<file path="src/rtl/decoder_scan_seq.sv">
// Select sequencer for a 3-to-8 one-hot decoder: steps a registered channel code
// through the enabled channels of a latched mask, holding each for a programmable dwell.
module decoder_scan_seq #(
  parameter int DWELL_W = 8
) (
  input  logic               clk,
  input  logic               rst_n,
  input  logic               start,
  input  logic               stop,
  input  logic               mode,
  input  logic [7:0]         ch_mask,
  input  logic [DWELL_W-1:0] dwell,
  output logic [2:0]         sel,
  output logic               active,
  output logic               busy,
  output logic               pass_done
);

  typedef enum logic {IDLE, DWELL} state_t;

  state_t             state, state_nx;
  logic [7:0]         mask_q, mask_nx;
  logic               mode_q, mode_nx;
  logic [DWELL_W-1:0] dwell_q, dwell_nx;
  logic [DWELL_W-1:0] cnt, cnt_nx;
  logic [2:0]         sel_nx;
  logic               active_nx, busy_nx, pass_done_nx;

  logic [2:0]         first_in, first_sh, higher_idx;
  logic               higher_ok;

  function automatic logic [2:0] lowest_set(input logic [7:0] m);
    logic [2:0] idx;
    idx = '0;
    for (int i = 7; i >= 0; i--)
      if (m[i]) idx = 3'(i);
    return idx;
  endfunction

  // Hold count for a given dwell: a dwell of 0 behaves like 1.
  function automatic logic [DWELL_W-1:0] reload(input logic [DWELL_W-1:0] d);
    return (d == '0) ? '0 : d - DWELL_W'(1);
  endfunction

  always_comb begin
    first_in   = lowest_set(ch_mask);
    first_sh   = lowest_set(mask_q);
    higher_ok  = 1'b0;
    higher_idx = '0;
    for (int i = 7; i >= 0; i--) begin
      if (mask_q[i] && (3'(i) > sel)) begin
        higher_ok  = 1'b1;
        higher_idx = 3'(i);
      end
    end
  end

  always_comb begin
    // NOTE: every output of this block gets a default first so no latch is inferred.
    state_nx     = state;
    mask_nx      = mask_q;
    mode_nx      = mode_q;
    dwell_nx     = dwell_q;
    cnt_nx       = cnt;
    sel_nx       = sel;
    active_nx    = active;
    busy_nx      = busy;
    pass_done_nx = 1'b0;

    if (stop) begin
      state_nx  = IDLE;
      sel_nx    = '0;
      active_nx = 1'b0;
      busy_nx   = 1'b0;
      cnt_nx    = '0;
    end else begin
      unique case (state)
        IDLE: begin
          if (start && (ch_mask != 8'h00)) begin
            mask_nx   = ch_mask;
            mode_nx   = mode;
            dwell_nx  = dwell;
            sel_nx    = first_in;
            active_nx = 1'b1;
            busy_nx   = 1'b1;
            cnt_nx    = reload(dwell);
            state_nx  = DWELL;
          end
        end
        DWELL: begin
          if (cnt != '0) begin
            cnt_nx = cnt - DWELL_W'(1);
          end else if (higher_ok) begin
            sel_nx = higher_idx;
            cnt_nx = reload(dwell_q);
          end else if (mode_q) begin
            sel_nx       = first_sh;
            cnt_nx       = reload(dwell_q);
            pass_done_nx = 1'b1;
          end else begin
            state_nx     = IDLE;
            sel_nx       = '0;
            active_nx    = 1'b0;
            busy_nx      = 1'b0;
            pass_done_nx = 1'b1;
          end
        end
        default: state_nx = IDLE;
      endcase
    end
  end

  // NOTE: sequential state uses non-blocking assignments so all registers update together.
  always_ff @(posedge clk or negedge rst_n) begin
    if (!rst_n) begin
      state     <= IDLE;
      mask_q    <= '0;
      mode_q    <= 1'b0;
      dwell_q   <= '0;
      cnt       <= '0;
      sel       <= '0;
      active    <= 1'b0;
      busy      <= 1'b0;
      pass_done <= 1'b0;
    end else begin
      state     <= state_nx;
      mask_q    <= mask_nx;
      mode_q    <= mode_nx;
      dwell_q   <= dwell_nx;
      cnt       <= cnt_nx;
      sel       <= sel_nx;
      active    <= active_nx;
      busy      <= busy_nx;
      pass_done <= pass_done_nx;
    end
  end

endmodule

</file>
<file path="config.mk">
export PLATFORM = sky130hd
export DESIGN_NAME = decoder_scan_seq
export DESIGN_NICKNAME = d
export VERILOG_FILES = /design/src/rtl/decoder_scan_seq.sv
export SDC_FILE = /design/constraint.sdc
export NUM_CORES = 1
export LEC_CHECK = 0
export ABC_CLOCK_PERIOD_IN_PS = 2800
export CAP_MARGIN = 5
export CELL_PAD_IN_SITES_DETAIL_PLACEMENT = 1
export CELL_PAD_IN_SITES_GLOBAL_PLACEMENT = 1
export CORE_MARGIN = 4
export CORE_UTILIZATION = 43
export CTS_CLUSTER_DIAMETER = 100
export DETAILED_ROUTE_END_ITERATION = 16
export GPL_TIMING_DRIVEN = 0
export PLACE_DENSITY = 0.8
export SLEW_MARGIN = 10
export SYNTH_ARGS = -nofsm -noshare
export SYNTH_HDL_FRONTEND = slang
export SYNTH_SLANG_ARGS = --single-unit
</file>
<file path="constraint.sdc">
create_clock -name clk -period 2.8 [get_ports clk]
set_input_delay 0.56 -clock clk [delete_from_list [all_inputs] [get_ports clk]]
set_output_delay 0.56 -clock clk [all_outputs]
set_load 0.01 [all_outputs]
</file>
Word-level counts from Yosys, hierarchy flattened
Index checks and enable logic that the tools add are counted.
{ "op_classes": {"bitwise": 2, "eq_ne": 5, "n_lt_le_gt_ge": 8, "reduce_logical": 17, "add_sub_neg": 3, "muxes": 62} }
{ "ops": {"columns": ["operator", "count"], "rows": [
  ["3-bit two-way mux", 29],
  ["8-bit two-way mux", 7],
  ["8-bit by 1-bit subtractor with 8-bit output, second input constant", 3],
  ["1-bit two-way mux", 22],
  ["8-bit logical NOT", 2],
  ["8-bit one-hot mux with 2 select lines", 1],
  ["8-bit nonzero test", 2],
  ["3-bit > comparator, first input constant", 4],
  ["3-bit inequality test, second input constant", 4],
  ["1-bit logical AND", 9],
  ["1-bit by 3-bit > comparator with 1-bit output, first input constant", 2],
  ["2-bit by 3-bit > comparator with 1-bit output, first input constant", 2],
  ["3-bit one-hot mux with 2 select lines", 1],
  ["5-bit by 2-bit inequality test with 1-bit output, second input constant", 1],
  ["1-bit one-hot mux with 2 select lines", 2],
  ["2-bit AND reduction", 2],
  ["4-bit AND reduction", 1],
  ["3-bit AND reduction", 1],
  ["1-bit NOT", 2]
]} }
{ "word_totals": {"wordCells": 105, "input_bits": 21, "regBits": 31} }

Longest topological paths before layout
Gate-level depths: netlist of run 1.
{ "logic_depth": {"ltp_word": 14, "depth_mapped": 8} }

Worst setup path after synthesis of run 1
No wires, ideal clock.
{ "synth_path": {"path_kind": "input to register", "from": "input ch_mask[4]", "to": "register dwell_q[2]", "path_slack_ps": 581, "arrival_time_ps": 2094, "path_stages": 5, "setup_ps": 125, "path_cell_list": "or4_1 > o31a_2 > nand2_1 > buf_2 > mux2_2"} }
{ "synth_between": {"elab_chain_len": 3} }
{ "synth_lines": {"columns": ["item", "line_no", "source"], "rows": [
  ["start: declaration", "11", "input logic [7:0] ch_mask,"],
  ["8-bit nonzero test", "79", "if (start && (ch_mask != 8'h00)) begin"],
  ["1-bit logical AND", "79", null],
  ["3-bit AND reduction (no line)", null, null],
  ["end signal: assignment", "129", "dwell_q <= dwell_nx;"],
  ["end: declaration", "24", "logic [DWELL_W-1:0] dwell_q, dwell_nx;"]
]} }
Every way passes these cells.
A chain may end at the register's enable or synchronous reset.

Worst setup path after layout of run 1
{ "layout_path": {"from": "input ch_mask[6]", "to": "register mask_q[7]"} }
{ "layout_between": {"elab_chain_len": 3} }
{ "layout_lines": {"columns": ["item", "line_no", "source"], "rows": [
  ["8-bit nonzero test", "79", null],
  ["1-bit logical AND", "79", null],
  ["3-bit AND reduction (no line)", null, null],
  ["end signal: assignment", "127", "mask_q <= mask_nx;"],
  ["end: declaration", "22", "logic [7:0] mask_q, mask_nx;"]
]} }
Every way passes these cells.

==> results of run 1 <==
## worst reg2reg max path, stage by stage (launching register included)
cell and delay [ns]:
dfrtp_1 0.45, or2_1 0.27, o221ai_1 0.32, nand3b_2 0.22, o31ai_4 0.52, mux2_2 0.40
## final timing paths
kind,end,slack (ns),cells after the start
worst max-delay path,mask_q[7],0.19,6
worst min-delay path,cnt[1],0.32,1
worst max register to register,cnt[0],0.50,5
worst min register to register,busy,0.56,2
max in group asynchronous,dwell_q[6],2.03,1
min in group clk,busy,0.56,2
## cells in the mapped netlist (all sizes together), types with 2 or more instances
master and instances:
dfrtp 31, mux2 19, nor2 18, nand2 17, inv 15, o21ai 15
a21oi 8, xnor2 8, buf 7, nor3 7, or3 7, ha 6
o221ai 6, or4 6, o31ai 5, a31oi 4, nand3 3, nor4 3
o22ai 3, or3b 3, or4b 3, a211oi 2, a21bo 2, a21boi 2
and2b 2, nand2b 2, nor3b 2, o21a 2, o21bai 2, o2bb2ai 2
o31a 2, or2 2
## per-stage QoR
step | std cells | power [mW] | hold WS, ns | util (%) | setup TNS [ns]
finish | 342 | 1.56 | 0.324 | 53.1 | 0
global route | 342 | 1.68 | 0.376 | 53.1 | 0
CTS | 342 | 1.58 | 0.349 | 53.1 | 0
detailed placement | 334 | 1.21 | 0.543 | 51.3 | -0.836
global placement | 334 | 1.19 | 0.504 | 51.4 | -0.281
floorplan | 238 | 1.01 | 0.264 | - | 0
## routing by layer
metal | vias to the layer above | GRT usage [%] | share of wire (%)
li1 | 967 | - | -
met1 | 984 | 29.0 | 51
met2 | 28 | 31.6 | 46
met3 | 8 | 2.88 | 2.6
met4 | 0 | 5.07 | 1.1
met5 | - | 0 | 0
## cell families (layout without fill, tap and decap cells)
group	Yosys count	count (layout)	share of synthesized area, %
muxes	19	19	9.33
xor gates and xnor gates	9	9	3.44
buffers and inverters	22	56	4.75
AOI/OAI and AO/OA	67	67	22.8
adders and majority gates	6	6	3.27
and+or+nand+nor	84	84	22.6
DFF	31	31	33.8
## sequential cells by signal, indices dropped and copies added (netlist names)
signal / flops
busy: 1
cnt: 8
dwell_q: 8
mask_q: 8
mode_q: 1
pass_done: 1
sel: 3
state: 1
## final cells by class
class	instances	area, um2
multi-input cells	185	1410
clock buffers	5	68.8
fillers	627	2410
clock inverters	3	25.0
plain buffers	7	52.6
flip-flops and latches	31	776
inverters	15	56.3
well taps	70	87.6
repair buffers	26	255
## power by group through the flow
| stage | sequential (mW) | clock (mW) | combinational, mW |
|---|---|---|---|
| 2_1_floorplan | 0.624 | 0 | 0.390 |
| 3_3_place_gp | 0.652 | 0 | 0.535 |
| 3_5_place_dp | 0.658 | 0 | 0.552 |
| 4_1_cts | 0.649 | 0.376 | 0.557 |
| 5_1_grt | 0.668 | 0.392 | 0.616 |
| 6_report | 0.650 | 0.361 | 0.552 |
==> impl_results.md, run 1 <==
- CP max-delay cell: or4_1
- Final worst setup slack: between 0.15 and 0.2 ns
- CP Capture Type: register
- Reg clk slew, reported paths: 0.07 ns
- Area of placed instances: approximately 2600 um2
- Largest net degree at the start of global routing: 32
- Post-CTS setup buffer count: 0
- Seq pwr share: 41.6%
- Number of iterations in the first detailed-routing pass: 4
- Total I/O pin count: 27
- Critical Path Source Type: input pin
- Critical path arrival: approximately 2.8 ns
- Clk buf depth: 2
- GPL Wtd Cong: 0.831
- Worst r2r src: mask_q[6]
- Antenna Violating Nets Remaining: 0
- Rows: 26
- Logic pwr share: a little over a third
- Post-cts resize count: 0
- Seq/Total Area, Yosys: around a third
- Synth top area share: between 30 and 40%
- Measured slew at the worst slew-check pin: between 0.7 and 0.8 ns
- Slew HR: a little over half
- CP Buf/Inv Count: 2
- Max VDD drop: roughly 0.00029 V
- Clock power share: a little under a quarter
- Worst-Skew Late Latency: 0.28 ns
- Ant. Diodes: 0
- Core area: a little over 5000 um2
- Global-route usage over all layers: approximately a fifth
- RSZ-0062 raised after global routing: no
- Switching share of power: a little under two fifths
- CP Data Required Time: 2.97 ns
- Average size of a mapped cell: between 9 and 10 um2
- CTS Buf Count: 5
- Die Y-Extent: between 80 and 90 um
- Seq cells post-synth: 31
- Residual DRC: 0
- Post-Place Setup Slack: -0.119 ns
- Most used DFF post-synth: dfrtp_1
- Crit path launch: ch_mask[6]
- Setup violators final: 0
- Max frequency: between 300 and 400 MHz
- Clock Skew: 0.00629 ns
- EDFF count, synth: 0
- Die area: 6570 um2
- CTS tree: built
- Hold Violations, Final: 0
- Pleak: approximately 1.1 nW
- Area contributors post-synth: dfrtp_1, mux2_1, mux2_2
- First-pass GRT wire length: 10.2 mm
- Layout cells sized above 1: 17.6%
- Clock Sink Count: 31
- Crit-path cells: clkdlybuf4s50_1 > or4_1 > o31a_2 > nand2_1 > buf_2 > mux2_2
- Syn. warnings: 0
- Synth Instances: 238
- Final Cycle Share: between 90 and 100%
- Die width: just over 80 um
- Syn_nets: about 270
- Max_cap viols: 0
- Status: finished, final reports clean
- Detailed Route Iter0 Violations: 109
- Effective utilization at floorplan: between 40% and 50%
- IO Port Bufs: 26
- Design area: about 2700 um2
- HPWL after detailed placement: between 4 and 5 mm
- Number of global-route vias before repair: 1994
- Sw power: 588 uW
- Via count of the routed design: 1987
- Slowest stage delay, CP: a little over 0.6 ns
- HP Class: input pin to async pin
- CTS Root Buffer Type: clkbuf_8
- Cell taking the most area after synthesis: dfrtp_1
- H-tree Lvls: 2
- Power Density: approximately 570 nW/um2
- Final slew viol count: 0
- Detailed Route WL: between 5 and 6 mm
- Most common cell after layout, fill and taps aside: dfrtp_1
- Total gr overflow: 0
- Commonest non-fill, non-tap cells in the layout: dfrtp_1, clkdlybuf4s50_1, nor2_1
- Crit-path max FO: 10
- Area Growth Syn to Fin: 19.0%
- Synthesized area: between 2000 and 2500 um2
- Nets: 298
- Delay-heaviest family, CP: buffers and inverters
- Final min period: 2.61 ns
- Int Pwr: 975 uW
- Async SR Flop Fraction: between 90% and 100%
- Hold buffers post-CTS: 0
- Vias/cell: 5.81
- Routed wire per std cell: approximately 17 um
- Initial antenna violation count: 0
- Number of distinct library cells after synthesis: 70
- Critical setup path kind: input pin to register
(Power assumes the default switching activity.)
==> run 2: changes to the inputs <==
CORE_MARGIN = unset   (was 4)
==> impl_results.md, run 2 (synthesis results as in run 1) <==
- Area Growth Syn to Fin: 19.9%
- Clock Sink Count: 31
- Top Registers: cnt (8), dwell_q (8), mask_q (8)
- Crit-path cells: clkdlybuf4s50_1 > or4_1 > o31a_2 > nand2_1 > buf_2 > mux2_2
- Ant. Diodes: 0
- Effective utilization at floorplan: 44.9%
- Total I/O pin count: 27
- Rows: 26
- Crit-path max FO: 10
- Critical setup path kind: input pin to register
- Residual DRC: 0
- Measured slew at the worst slew-check pin: ~0.72 ns
- Clk buf depth: 2
- GPL Wtd Cong: between 0.8 and 0.9
- Final Core Density: between 50 and 60%
- Total gr overflow: 0
- Final slew viol count: 0
- Vias/cell: around 6
- Clock Skew: about 0.0046 ns
- RSZ-0062 raised after global routing: no
- Pleak: 1.09 nW
- Global-route usage over all layers: 24.1%
- Worst r2r src: cnt[0]
- Hold Violations, Final: 0
- CTS Buf Count: 5
- Detailed Route WL: 6.00 mm
- Register-to-Register Path Depth: 7
- Most common cell after layout, fill and taps aside: dfrtp_1
- Number of global-route vias before repair: between 1500 and 2000
- Status: finished, final reports clean
- CTS Root Buffer Type: clkbuf_8
- Critical Path Source Type: input pin
- R2R Setup Slk: between 0.5 and 0.6 ns
- Routed wire per std cell: approximately 18 um
- Layout cells sized above 1: roughly 18%
- Reg clk slew, reported paths: 0.07 ns
- Post-CTS setup buffer count: 0
- HPWL after detailed placement: 4.57 mm
- Largest net degree at the start of global routing: 32
- Max_cap viols: 0
- Critical path arrival: ~2.8 ns
- HP Class: input pin to async pin
- CP max-delay cell: or4_1
- Slowest stage delay, CP: 0.61 ns
- Antenna Violating Nets Remaining: 0
- First-pass GRT wire length: approximately 10 mm
- Die width: roughly 75 um
- Via count of the routed design: approximately 2000
- Slew HR: a little over half
- Fill cells: a little under 600
- Hold buffers post-CTS: 0
- Post-cts resize count: 0
- Die Y-Extent: 75.0 um
- Reg2reg end: cnt[4]
- Nets: roughly 300
- IO Port Bufs: 26
- Worst hold-check slack: around 0.32 ns
- Worst-Skew Late Latency: around 0.29 ns
- Max VDD drop: between 0.0002 and 0.00025 V
- Initial antenna violation count: 0
- Commonest non-fill, non-tap cells in the layout: dfrtp_1, clkdlybuf4s50_1, nor2_1
- Die area: approximately 5600 um2
- CP Data Required Time: between 2 and 3 ns
- Final min period: 2.58 ns
- H-tree Lvls: 2
- Power Density: between 600 and 700 nW/um2
- Detailed Route Iter0 Violations: about 140
- CTS tree: built
- Number of iterations in the first detailed-routing pass: 4
- Max frequency: approximately 390 MHz
- Final Cycle Share: about 92%
- CP Capture Type: register
- Core area: between 5000 and 6000 um2
- Setup violators final: 0
==> run 2: critical path: cells and delay by family <==
family / cells / cell delay (ns)
AOI/OAI and AO/OA: 1 / 0.39
buffers and inverters: 2 / 0.72
muxes: 1 / 0.36
and+or+nand+nor: 2 / 0.72
==> run 2: through the flow <==
| step | area [um2] | power [mW] | setup WS (ns) | instances | setup TNS [ns] |
|---|---|---|---|---|---|
| after global routing | 2750 | 1.76 | 0.127 | 342 | 0 |
| after CTS | 2750 | 1.67 | 0.220 | 342 | 0 |
| after global placement | 2640 | 1.19 | -0.0814 | 334 | -0.326 |
| final | 2750 | 1.66 | 0.221 | 342 | 0 |
| after detailed placement | 2640 | 1.20 | -0.0906 | 334 | -0.501 |
| after floorplan | 2290 | 1.01 | 0.581 | 238 | 0 |
==> run 2: how the worst max path moves through the flow <==
stage                 end  cells past startpoint  startpoint
2_1_floorplan  dwell_q[2]                      5  ch_mask[4]
3_3_place_gp    mask_q[7]                      6  ch_mask[4]
3_5_place_dp    mask_q[7]                      6  ch_mask[4]
4_1_cts        dwell_q[3]                      6  ch_mask[4]
5_1_grt        dwell_q[2]                      6  ch_mask[4]
6_report       dwell_q[3]                      6  ch_mask[4]
==> run 2: power breakdown <==
part | internal [mW] | switching (mW)
registers | 0.527 | 0.124
clock network | 0.265 | 0.189
logic | 0.271 | 0.282
==> run 2: layout make-up <==
class                           instances  area [um2]  area share, %
Multi-Input combinational cell        185        1410           51.3
Sequential cell                        31         776           28.2
Timing Repair Buffer                   26         255           9.29
Tap cell                               70        87.6           3.19
Clock buffer                            5        68.8           2.50
Inverter                               15        56.3           2.05
Buffer                                  7        52.6           1.91
Clock inverter                          3        43.8           1.59
==> run 2: routing by layer <==
layer	share of wire, %	up-vias	track usage [%]
met1	52	997	35.0
met4	0.63	0	5.03
met3	2.2	5	4.42
li1	-	969	-
met2	45	28	37.4
met5	0	-	0
==> run 3: changes to the inputs <==
CORE_MARGIN = 2   (was unset)
==> impl_results.md, run 3 (synthesis results as in run 1) <==
- Commonest non-fill, non-tap cells in the layout: dfrtp_1, clkdlybuf4s50_1, nor2_1
- Global-route usage over all layers: a little over a fifth
- Pleak: about 1.1 nW
- Top Registers: cnt (8), dwell_q (8), mask_q (8)
- Residual DRC: 0
- Critical Path Source Type: input pin
- Post-cts resize count: 0
- Crit-path max FO: 10
- Hold Violations, Final: 0
- Initial antenna violation count: 0
- Hold buffers post-CTS: 0
- Int Pwr: 1.09 mW
- Worst-Skew Late Latency: between 0.2 and 0.3 ns
- Die width: about 77 um
- Fill cells: 625
- RSZ-0062 raised after global routing: no
- Worst hold-check slack: approximately 0.31 ns
- Number of global-route vias before repair: roughly 2000
- Worst r2r src: mask_q[6]
- CP Capture Type: register
- Effective utilization at floorplan: roughly 45%
- Slew HR: a little over half
- Rows: 26
- Vias/cell: 5.89
- Nets: a little under 300
- Core area: between 5000 and 6000 um2
- Via count of the routed design: 2014
- CTS tree: built
- Status: finished, final reports clean
- CP Data Required Time: between 2 and 3 ns
- Critical setup path kind: input pin to register
- Detailed Route WL: 6.02 mm
- Antenna Violating Nets Remaining: 0
- Layout cells sized above 1: about 18%
- Largest net degree at the start of global routing: 32
- Total I/O pin count: 27
- Max frequency: roughly 390 MHz
- Seq pwr share: 38.9%
- Clock Sink Count: 31
- Measured slew at the worst slew-check pin: roughly 0.70 ns
- Final min period: ~2.6 ns
- Detailed Route Iter0 Violations: around 120
- GPL Wtd Cong: between 0.8 and 0.9
- Die area: ~5900 um2
- Die Y-Extent: 77.0 um
- Register area: approximately 780 um2
- Final Cycle Share: roughly 93%
- Sw power: roughly 590 uW
- Routed wire per std cell: about 18 um
- Number of iterations in the first detailed-routing pass: 4
- Non-Filler Instances: around 340
- Clk buf depth: 2
- CTS Root Buffer Type: clkbuf_8
- HPWL after detailed placement: 4.50 mm
- Power Density: between 600 and 700 nW/um2
- HP Class: input pin to async pin
- First-pass GRT wire length: between 10 and 15 mm
- Logic pwr share: 33.1%
- Total gr overflow: 0
- Switching share of power: between 30% and 40%
- Reg clk slew, reported paths: around 0.07 ns
- Area Growth Syn to Fin: 20.1%
- CTS Buf Count: 5
- Clock Skew: approximately 0.0032 ns
- Post-CTS setup buffer count: 0
- Clock power share: between 20% and 30%
- Setup violators final: 0
- Placed cells: 334
- Max_cap viols: 0
- Ant. Diodes: 0
- Area occupied by multi-input gates: about 1400 um2
- Critical path arrival: roughly 2.8 ns
- Most common cell after layout, fill and taps aside: dfrtp_1
- Crit path launch: ch_mask[4]
- Max VDD drop: ~0.00036 V
- H-tree Lvls: 2
- IO Port Bufs: 26
- Final slew viol count: 0
-- run 3: cell count changes in the layout (fill, tap and decap cells not counted) --
cell,change
clkbuf_8,+1
clkinv_4,-1
-- run 3: power by group through the flow --
stage / Sequential (mW) / Combinational [mW] / Clock, mW
global route: 0.665 / 0.612 / 0.504
finish: 0.651 / 0.555 / 0.469
global placement: 0.651 / 0.535 / 0
CTS: 0.648 / 0.557 / 0.480
detailed placement: 0.656 / 0.547 / 0
floorplan: 0.624 / 0.390 / 0
-- run 3: worst paths after layout --
kind / endpoint / slack (ns) / cells past startpoint
worst min-delay path: mask_q[6] / 0.31 / 1
worst max-delay path: mask_q[7] / 0.20 / 6
worst min register to register: mask_q[0] / 0.53 / 1
worst max register to register: cnt[5] / 0.52 / 5
max in group asynchronous: cnt[3] / 2.03 / 1
min in group clk: mask_q[0] / 0.53 / 1
-- run 3: cell type report --
cell class / count / share of cell area (%)
Multi-Input combinational cell: 185 / 51.2
Sequential cell: 31 / 28.2
Timing Repair Buffer: 26 / 9.27
Tap cell: 70 / 3.18
Clock buffer: 6 / 3.00
Inverter: 15 / 2.04
Buffer: 7 / 1.91
Clock inverter: 2 / 1.27
-- run 3: per-layer routing --
metal	global-route usage (%)	routed length, um
met2	34.1	2720
met3	3.53	233
met4	4.82	60
met5	0	0
met1	31.5	3010
-- run 3: through the flow --
| step | util, % | setup slack, ns | TNS (ns) | area (um2) | total power [mW] |
|---|---|---|---|---|---|
| after floorplan | - | 0.581 | 0 | 2290 | 1.01 |
| after global placement | 51.4 | -0.0716 | -0.268 | 2640 | 1.19 |
| after detailed placement | 51.3 | -0.0928 | -0.424 | 2640 | 1.20 |
| after CTS | 53.6 | 0.211 | 0 | 2750 | 1.69 |
| after global routing | 53.6 | 0.138 | 0 | 2750 | 1.78 |
| final | 53.6 | 0.203 | 0 | 2750 | 1.67 |
-- run 3: worst max-delay path: stages --
cell and delay, ns:
clkdlybuf4s50_1 0.45, or4_1 0.63, o31a_2 0.39, nand2_1 0.11, buf_2 0.27, mux2_2 0.36
